$ cat src/rtl/interrupt_sequencer_pkg.sv
// Shared definitions for the interrupt entry sequencer: state encoding,
// injected-push opcodes and the condition-code width.
package interrupt_sequencer_pkg;

    typedef enum logic [2:0] {
        IDLE     = 3'd0,
        DRAIN    = 3'd1,
        PUSH_PCH = 3'd2,
        PUSH_PCL = 3'd3,
        PUSH_CCR = 3'd4,
        VECTOR   = 3'd5,
        ISR      = 3'd6
    } seq_state_e;

    localparam logic [1:0] INJ_NONE = 2'b00;
    localparam logic [1:0] INJ_PCH  = 2'b01;
    localparam logic [1:0] INJ_PCL  = 2'b10;
    localparam logic [1:0] INJ_CCR  = 2'b11;

    localparam int CCR_W = 3;

    // Zero-extend the saved flags into a 16-bit stack word.
    function automatic logic [15:0] ccr_word(input logic [CCR_W-1:0] c);
        return {{(16-CCR_W){1'b0}}, c};
    endfunction

endpackage

$ cat src/rtl/interrupt_sequencer_if.sv
// Signal bundle between the interrupt sequencer (master) and the pipeline
// (slave): request/hazard inputs, push injection and PC redirect outputs.
interface interrupt_sequencer_if;
    import interrupt_sequencer_pkg::*;

    logic             interrupt;
    logic [31:0]      ret_pc;
    logic [CCR_W-1:0] ccr;
    logic             pipe_busy;
    logic             stall;
    logic             inject_ready;
    logic             rti_done;
    logic             fetch_freeze;
    logic             inject_valid;
    logic [1:0]       inject_op;
    logic [15:0]      push_data;
    logic             pc_load;
    logic [31:0]      pc_load_value;
    logic             ack;
    logic             in_isr;

    modport master (
        input  interrupt, ret_pc, ccr, pipe_busy, stall, inject_ready, rti_done,
        output fetch_freeze, inject_valid, inject_op, push_data,
               pc_load, pc_load_value, ack, in_isr
    );

    modport slave (
        output interrupt, ret_pc, ccr, pipe_busy, stall, inject_ready, rti_done,
        input  fetch_freeze, inject_valid, inject_op, push_data,
               pc_load, pc_load_value, ack, in_isr
    );

endinterface

$ cat src/rtl/interrupt_sequencer_edge.sv
// Rising-edge detector on the interrupt line with a sticky pending flag.
// Several edges before the flag is consumed collapse into one request.
module int_edge_latch (
    input  logic clk,
    input  logic rst,
    input  logic irq_i,
    input  logic clr_i,
    output logic pending_o
);

    logic int_q;
    logic pend_q;
    logic pend_d;

    // A fresh edge wins over a clear arriving in the same cycle.
    always_comb begin
        pend_d = (irq_i & ~int_q) | (pend_q & ~clr_i);
    end

    // Line history and pending flag registers.
    always_ff @(posedge clk or negedge rst) begin
        if (!rst) begin
            int_q  <= 1'b0;
            pend_q <= 1'b0;
        end else begin
            int_q  <= irq_i;
            pend_q <= pend_d;
        end
    end

    assign pending_o = pend_q;

endmodule

$ cat src/rtl/interrupt_sequencer.sv
// Interrupt entry sequencer: waits for a safe slot, freezes fetch, drains the
// pipe, injects PC-high / PC-low / CCR pushes, redirects to the vector and
// blocks nesting until RTI completes. All outputs are registered.
module interrupt_sequencer
    import interrupt_sequencer_pkg::*;
#(
    parameter logic [31:0] VECTOR_ADDR  = 32'h0000_0000,
    parameter int          DRAIN_CYCLES = 3
) (
    input  logic                 clk,
    input  logic                 rst,
    interrupt_sequencer_if.master bus
);

    seq_state_e       state_q, state_d;
    logic [3:0]       cnt_q, cnt_d;
    logic [31:0]      saved_pc_q, saved_pc_d;
    logic [CCR_W-1:0] saved_ccr_q, saved_ccr_d;
    logic             pending;
    logic             pend_clr;

    logic        freeze_q, freeze_d;
    logic        valid_q, valid_d;
    logic [1:0]  op_q, op_d;
    logic [15:0] data_q, data_d;
    logic        pcl_q, pcl_d;
    logic [31:0] pcv_q, pcv_d;
    logic        ack_q, ack_d;
    logic        isr_q, isr_d;

    int_edge_latch u_edge (
        .clk       (clk),
        .rst       (rst),
        .irq_i     (bus.interrupt),
        .clr_i     (pend_clr),
        .pending_o (pending)
    );

    // Next-state logic: slot acceptance, drain countdown, push handshakes.
    always_comb begin
        state_d     = state_q;
        cnt_d       = cnt_q;
        saved_pc_d  = saved_pc_q;
        saved_ccr_d = saved_ccr_q;
        pend_clr    = 1'b0;
        case (state_q)
            IDLE: begin
                if (pending && !bus.pipe_busy && !bus.stall) begin
                    state_d     = DRAIN;
                    cnt_d       = 4'(DRAIN_CYCLES - 1);
                    saved_pc_d  = bus.ret_pc;
                    saved_ccr_d = bus.ccr;
                    pend_clr    = 1'b1;
                end
            end
            DRAIN: begin
                if (cnt_q == 4'd0) state_d = PUSH_PCH;
                else               cnt_d   = cnt_q - 4'd1;
            end
            PUSH_PCH: if (bus.inject_ready) state_d = PUSH_PCL;
            PUSH_PCL: if (bus.inject_ready) state_d = PUSH_CCR;
            PUSH_CCR: if (bus.inject_ready) state_d = VECTOR;
            VECTOR:   state_d = ISR;
            ISR:      if (bus.rti_done) state_d = IDLE;
            default:  state_d = IDLE;
        endcase
    end

    // Output decode from the upcoming state so every output is a flop.
    always_comb begin
        freeze_d = 1'b0;
        valid_d  = 1'b0;
        op_d     = INJ_NONE;
        data_d   = 16'h0000;
        pcl_d    = 1'b0;
        pcv_d    = VECTOR_ADDR;
        ack_d    = 1'b0;
        isr_d    = 1'b0;
        case (state_d)
            DRAIN: freeze_d = 1'b1;
            PUSH_PCH: begin
                freeze_d = 1'b1;
                valid_d  = 1'b1;
                op_d     = INJ_PCH;
                data_d   = saved_pc_d[31:16];
            end
            PUSH_PCL: begin
                freeze_d = 1'b1;
                valid_d  = 1'b1;
                op_d     = INJ_PCL;
                data_d   = saved_pc_d[15:0];
            end
            PUSH_CCR: begin
                freeze_d = 1'b1;
                valid_d  = 1'b1;
                op_d     = INJ_CCR;
                data_d   = ccr_word(saved_ccr_d);
            end
            VECTOR: begin
                pcl_d = 1'b1;
                ack_d = 1'b1;
                isr_d = 1'b1;
            end
            ISR:     isr_d = 1'b1;
            default: ;
        endcase
    end

    // State, saved context and output registers; reset abandons any sequence.
    always_ff @(posedge clk or negedge rst) begin
        if (!rst) begin
            state_q     <= IDLE;
            cnt_q       <= 4'd0;
            saved_pc_q  <= 32'h0;
            saved_ccr_q <= '0;
            freeze_q    <= 1'b0;
            valid_q     <= 1'b0;
            op_q        <= INJ_NONE;
            data_q      <= 16'h0000;
            pcl_q       <= 1'b0;
            pcv_q       <= 32'h0;
            ack_q       <= 1'b0;
            isr_q       <= 1'b0;
        end else begin
            state_q     <= state_d;
            cnt_q       <= cnt_d;
            saved_pc_q  <= saved_pc_d;
            saved_ccr_q <= saved_ccr_d;
            freeze_q    <= freeze_d;
            valid_q     <= valid_d;
            op_q        <= op_d;
            data_q      <= data_d;
            pcl_q       <= pcl_d;
            pcv_q       <= pcv_d;
            ack_q       <= ack_d;
            isr_q       <= isr_d;
        end
    end

    assign bus.fetch_freeze  = freeze_q;
    assign bus.inject_valid  = valid_q;
    assign bus.inject_op     = op_q;
    assign bus.push_data     = data_q;
    assign bus.pc_load       = pcl_q;
    assign bus.pc_load_value = pcv_q;
    assign bus.ack           = ack_q;
    assign bus.in_isr        = isr_q;

endmodule

$ cat src/flat_wrapper.sv
// flat-port wrapper written by rule: the top's interface ports become plain ports
module interrupt_sequencer_flat import interrupt_sequencer_pkg::*;
#(
    parameter logic [31:0] VECTOR_ADDR  = 32'h0000_0000,
    parameter int          DRAIN_CYCLES = 3
)
  (clk, rst, bus_interrupt, bus_ret_pc, bus_ccr, bus_pipe_busy, bus_stall, bus_inject_ready, bus_rti_done, bus_fetch_freeze, bus_inject_valid, bus_inject_op, bus_push_data, bus_pc_load, bus_pc_load_value, bus_ack, bus_in_isr);
  interrupt_sequencer_if bus_i ();
  input  logic clk;
  input  logic rst;
  input wire logic [$bits(bus_i.interrupt)-1:0] bus_interrupt;
  input wire logic [$bits(bus_i.ret_pc)-1:0] bus_ret_pc;
  input wire logic [$bits(bus_i.ccr)-1:0] bus_ccr;
  input wire logic [$bits(bus_i.pipe_busy)-1:0] bus_pipe_busy;
  input wire logic [$bits(bus_i.stall)-1:0] bus_stall;
  input wire logic [$bits(bus_i.inject_ready)-1:0] bus_inject_ready;
  input wire logic [$bits(bus_i.rti_done)-1:0] bus_rti_done;
  output wire logic [$bits(bus_i.fetch_freeze)-1:0] bus_fetch_freeze;
  output wire logic [$bits(bus_i.inject_valid)-1:0] bus_inject_valid;
  output wire logic [$bits(bus_i.inject_op)-1:0] bus_inject_op;
  output wire logic [$bits(bus_i.push_data)-1:0] bus_push_data;
  output wire logic [$bits(bus_i.pc_load)-1:0] bus_pc_load;
  output wire logic [$bits(bus_i.pc_load_value)-1:0] bus_pc_load_value;
  output wire logic [$bits(bus_i.ack)-1:0] bus_ack;
  output wire logic [$bits(bus_i.in_isr)-1:0] bus_in_isr;
  assign bus_i.interrupt = bus_interrupt;
  assign bus_i.ret_pc = bus_ret_pc;
  assign bus_i.ccr = bus_ccr;
  assign bus_i.pipe_busy = bus_pipe_busy;
  assign bus_i.stall = bus_stall;
  assign bus_i.inject_ready = bus_inject_ready;
  assign bus_i.rti_done = bus_rti_done;
  assign bus_fetch_freeze = bus_i.fetch_freeze;
  assign bus_inject_valid = bus_i.inject_valid;
  assign bus_inject_op = bus_i.inject_op;
  assign bus_push_data = bus_i.push_data;
  assign bus_pc_load = bus_i.pc_load;
  assign bus_pc_load_value = bus_i.pc_load_value;
  assign bus_ack = bus_i.ack;
  assign bus_in_isr = bus_i.in_isr;
  interrupt_sequencer #(.VECTOR_ADDR(VECTOR_ADDR), .DRAIN_CYCLES(DRAIN_CYCLES)) u_core (.clk(clk), .rst(rst), .bus(bus_i));
endmodule
$ cat config.mk
export PLATFORM = sky130hd
export DESIGN_NAME = interrupt_sequencer_flat
export DESIGN_NICKNAME = d
export VERILOG_FILES = /design/src/rtl/interrupt_sequencer_pkg.sv /design/src/rtl/interrupt_sequencer_if.sv /design/src/rtl/interrupt_sequencer_edge.sv /design/src/rtl/interrupt_sequencer.sv /design/src/flat_wrapper.sv
export SDC_FILE = /design/constraint.sdc
export NUM_CORES = 1
export LEC_CHECK = 0
export ABC_AREA = 1
export BUFFER_PORTS_ARGS = -buffer_cell sky130_fd_sc_hd__clkbuf_2
export CORE_MARGIN = 10
export CORE_UTILIZATION = 25
export DETAILED_ROUTE_END_ITERATION = 10
export HOLD_SLACK_MARGIN = 0.12
export PLACE_DENSITY = 0.48
export SKIP_LAST_GASP = 1
export SYNTH_ARGS = -nofsm -noshare
export SYNTH_HDL_FRONTEND = slang
export SYNTH_HIERARCHICAL = 1
export SYNTH_SLANG_ARGS = --single-unit
export TNS_END_PERCENT = 10
$ cat constraint.sdc
create_clock -name clk -period 1.7 [get_ports clk]
set_clock_uncertainty 0.05 [all_clocks]
set_input_delay 0 -clock clk [delete_from_list [all_inputs] [get_ports clk]]
set_output_delay 0 -clock clk [all_outputs]
set_load 0.01 [all_outputs]
==> impl_metrics.yaml <==
final_layout:
  utilization_pct: 34.9
  layout.nets: 505
  final_cell_mix: "nand2_1 (109), clkbuf_2 (63), dfrtp_1 (63), dlygate4sd3_1 (38), conb_1 (32)"
  mostFrequentLayoutCell: "nand2_1"
  antenna_cells: 0
  drive_gt1_share_pct: 27.9
  fillerInstances: 1340
  syn2layout_area_growth_pct: 38.2
sta:
  fmaxAchievable_ghz: 0.622
  whs_ns: 0.143
  finalSetupTns_ns: 0
  slew_violations: 0
  finalSetupViolations: 0
  hold_viol: 0
  layout_setup_ws_ns: 0.0921
  min_period_ns: 1.61
  rsz0062_at_grt: "true"
  post-route-period-util_pct: 94.6
power_and_ir_drop:
  p_leak_nw: 2.32
  report.power.total_mw: 7.46
  pwr-share-seq_pct: 34.0
  clkPwrFrac_pct: 25.8
  power_density_mw_per_mm2: 1710
  p_switching_mw: 2.73
  swShare_pct: 36.6
  ir_drop_mv: 0.516
  internal_power_mw: 4.73
  power_frac_comb_pct: 40.3
drt:
  viasPerCell: 3.86
  ant_nets: 0
  first_pass_iters: 4
  wl_per_cell_um: 12.6
  num_vias: 2461
  wl_um: 8020
  drt_iter0_markers: 75
  drc: 0
global_route:
  grt_start_max_net_pins: 50
  antenna_found_initial: 0
  grt_pass1_vias: 2710
  grt_pass1_wl_um: 13400
  overflow: 0
  grt_usage_pct: 9.29
placed_design:
  globalplace.congestion: 0.802
  dp_hpwl_um: 5850
  place_ws_ns: -0.0568
  port_buffers: 64
logic_synthesis:
  yosysWarnings: 6
  syn_area_per_cell_um2: 9.10
  syn_area_mm2: 0.00316
  syn_inst: 347
  ys_seq_elements: 66
  synthDistinctLibCells: 28
  ys_seq_area_share_pct: 52.3
worst_hold_path:
  hold_class: "in -> async"
critical_path:
  worstSetupPathType: "reg -> reg"
  cpPeakStageDelay_ns: 0.45
  worstPathArrival_ns: 1.81
  cp-start-kind: "flop"
  end_kind: "flop"
  crit_required_ns: 1.90
  crit_fanout: 19
  slowest_stage: "dfrtp_2"
  path_cells: "buf_12 -> nor2_4 -> nand3_4 -> inv_4 -> buf_12 -> nand2_1 -> nand2_1 -> nand3_1 -> o21ai_2"
floorplanning:
  die_area_mm2: 0.0175
  ioPinCount: 97
  floorplan.die.width_um: 132
  die_h_um: 132
  start_util_pct: 25.2
  rows: 41
  core_mm2: 0.0125
clock_tree:
  h-tree-depth: 3
  root_buffer: "clkbuf_16"
  cts_tree: "done"
  clock_latency_ns: 0.32
  cts_buffers: 9
  clk_pin_slew_worst_paths_ns: 0.06
  cts_sinks: 66
  cts.path.max_buffers: 2
job:
  maxCapViolCount: 0
status:
  status: "finished, final reports clean"
==> flip-flops by register name, summed over array words and instances, names as in the netlist <==
register,count
u_core/bus.inject_op,2
u_core/saved_ccr_q,3
u_core/bus.ack,1
u_core/state_q,3
u_core/u_edge/pending_o,1
u_core/cnt_q,4
u_core/bus.inject_valid,1
u_core/bus.in_isr,1
u_core/bus.fetch_freeze,1
u_core/saved_pc_q,32
u_core/u_edge/int_q,1
u_core/bus.push_data,16
==> through the flow <==
stage                     cell area, um2  instances
after global routing                4370        638
after global placement              3590        579
final                               4370        638
after detailed placement            3590        579
after CTS                           4300        634
after floorplan                     3280        378
==> logic make-up (layout without fill, tap and decap cells) <==
group / Yosys count / after routing / synth area share (%)
and+or+nand+nor: 179 / 179 / 27.7
buffers and inverters: 78 / 166 / 14.7
DFF: 66 / 66 / 52.3
AOI/OAI and AO/OA: 21 / 21 / 4.40
adders and majority gates: 2 / 2 / 0.792
other: 1 / 32 / 0.119
==> layout make-up <==
type                       count  area [um2]  area share (%)
inverter                      32         123            2.81
multi-input combinational    234        1180            27.0
tap                          172         215            4.93
timing repair buffer         118         883            20.2
clock buffer                  11         233            5.33
sequential                    66        1660            37.9
clock inverter                 5        78.8            1.81
==> worst max-delay path, delay by kind of cell, from the launching register on <==
family,cells,cell delay (ns)
compound gates,1,0.07
flops,1,0.45
simple gates,5,0.52
buf+inv,3,0.44
==> layer usage <==
metal	GRT usage, %	routed length (um)
met1	11.5	3710
met4	2.93	64
met3	2.88	356
met5	0	0
met2	15.1	3890
==> power groups by stage <==
stage,logic [mW],registers (mW),clock network (mW)
after CTS,2.88,2.54,1.97
after global placement,2.68,2.56,0
final,3.00,2.54,1.92
after detailed placement,2.74,2.56,0
after global routing,3.37,2.61,2.05
after floorplan,1.95,2.55,0
==> repair_timing <==
action,in CTS,in global routing
setup endpoints to repair,18,20
hold buffers,38,0
hold endpoints to repair,120,0
pin swaps,0,3
resized for setup,0,10
setup buffers,1,4
==> cells in the mapped netlist <==
library cell	instances	area share, %
nand2_1	110	13
dfrtp_1	66	52
buf_4	35	8.3
nand3_1	31	4.9
inv_1	28	3.3
and2_1	13	2.6
o21ai_2	9	2.5
buf_2	7	1.1
o21ai_1	6	0.95
nand4_1	5	0.99
buf_6	4	1.4
o21ai_0	4	0.63
inv_2	3	0.36
nand3_4	3	1.7
nor2_1	3	0.36
nor2_4	3	1.1
a21oi_1	2	0.32
ha_1	2	0.79
nand2_2	2	0.40
nor2_2	2	0.40
nor3_1	2	0.32
conb_1	1	0.12
inv_4	1	0.20
nand2_4	1	0.36
nand3_2	1	0.32
nand4_2	1	0.40
nor2_8	1	0.63
nor3b_1	1	0.24
==> worst paths after layout <==
kind / endpoint / depth (start not counted) / slack (ns) / from
max: u_core/bus.push_data[9] / 9 / 0.09 / u_core/state_q[2]
min reg2reg: u_core/u_edge/pending_o / 2 / 0.41 / u_core/u_edge/pending_o
max in group asynchronous: u_core/state_q[2] / 3 / 0.85 / rst
min in group clk: u_core/bus.ack / 5 / 0.16 / bus_inject_ready
min: u_core/saved_pc_q[31] / 2 / 0.14 / rst
max reg2reg: u_core/bus.push_data[9] / 9 / 0.09 / u_core/state_q[2]
(Power assumes the default switching activity.)
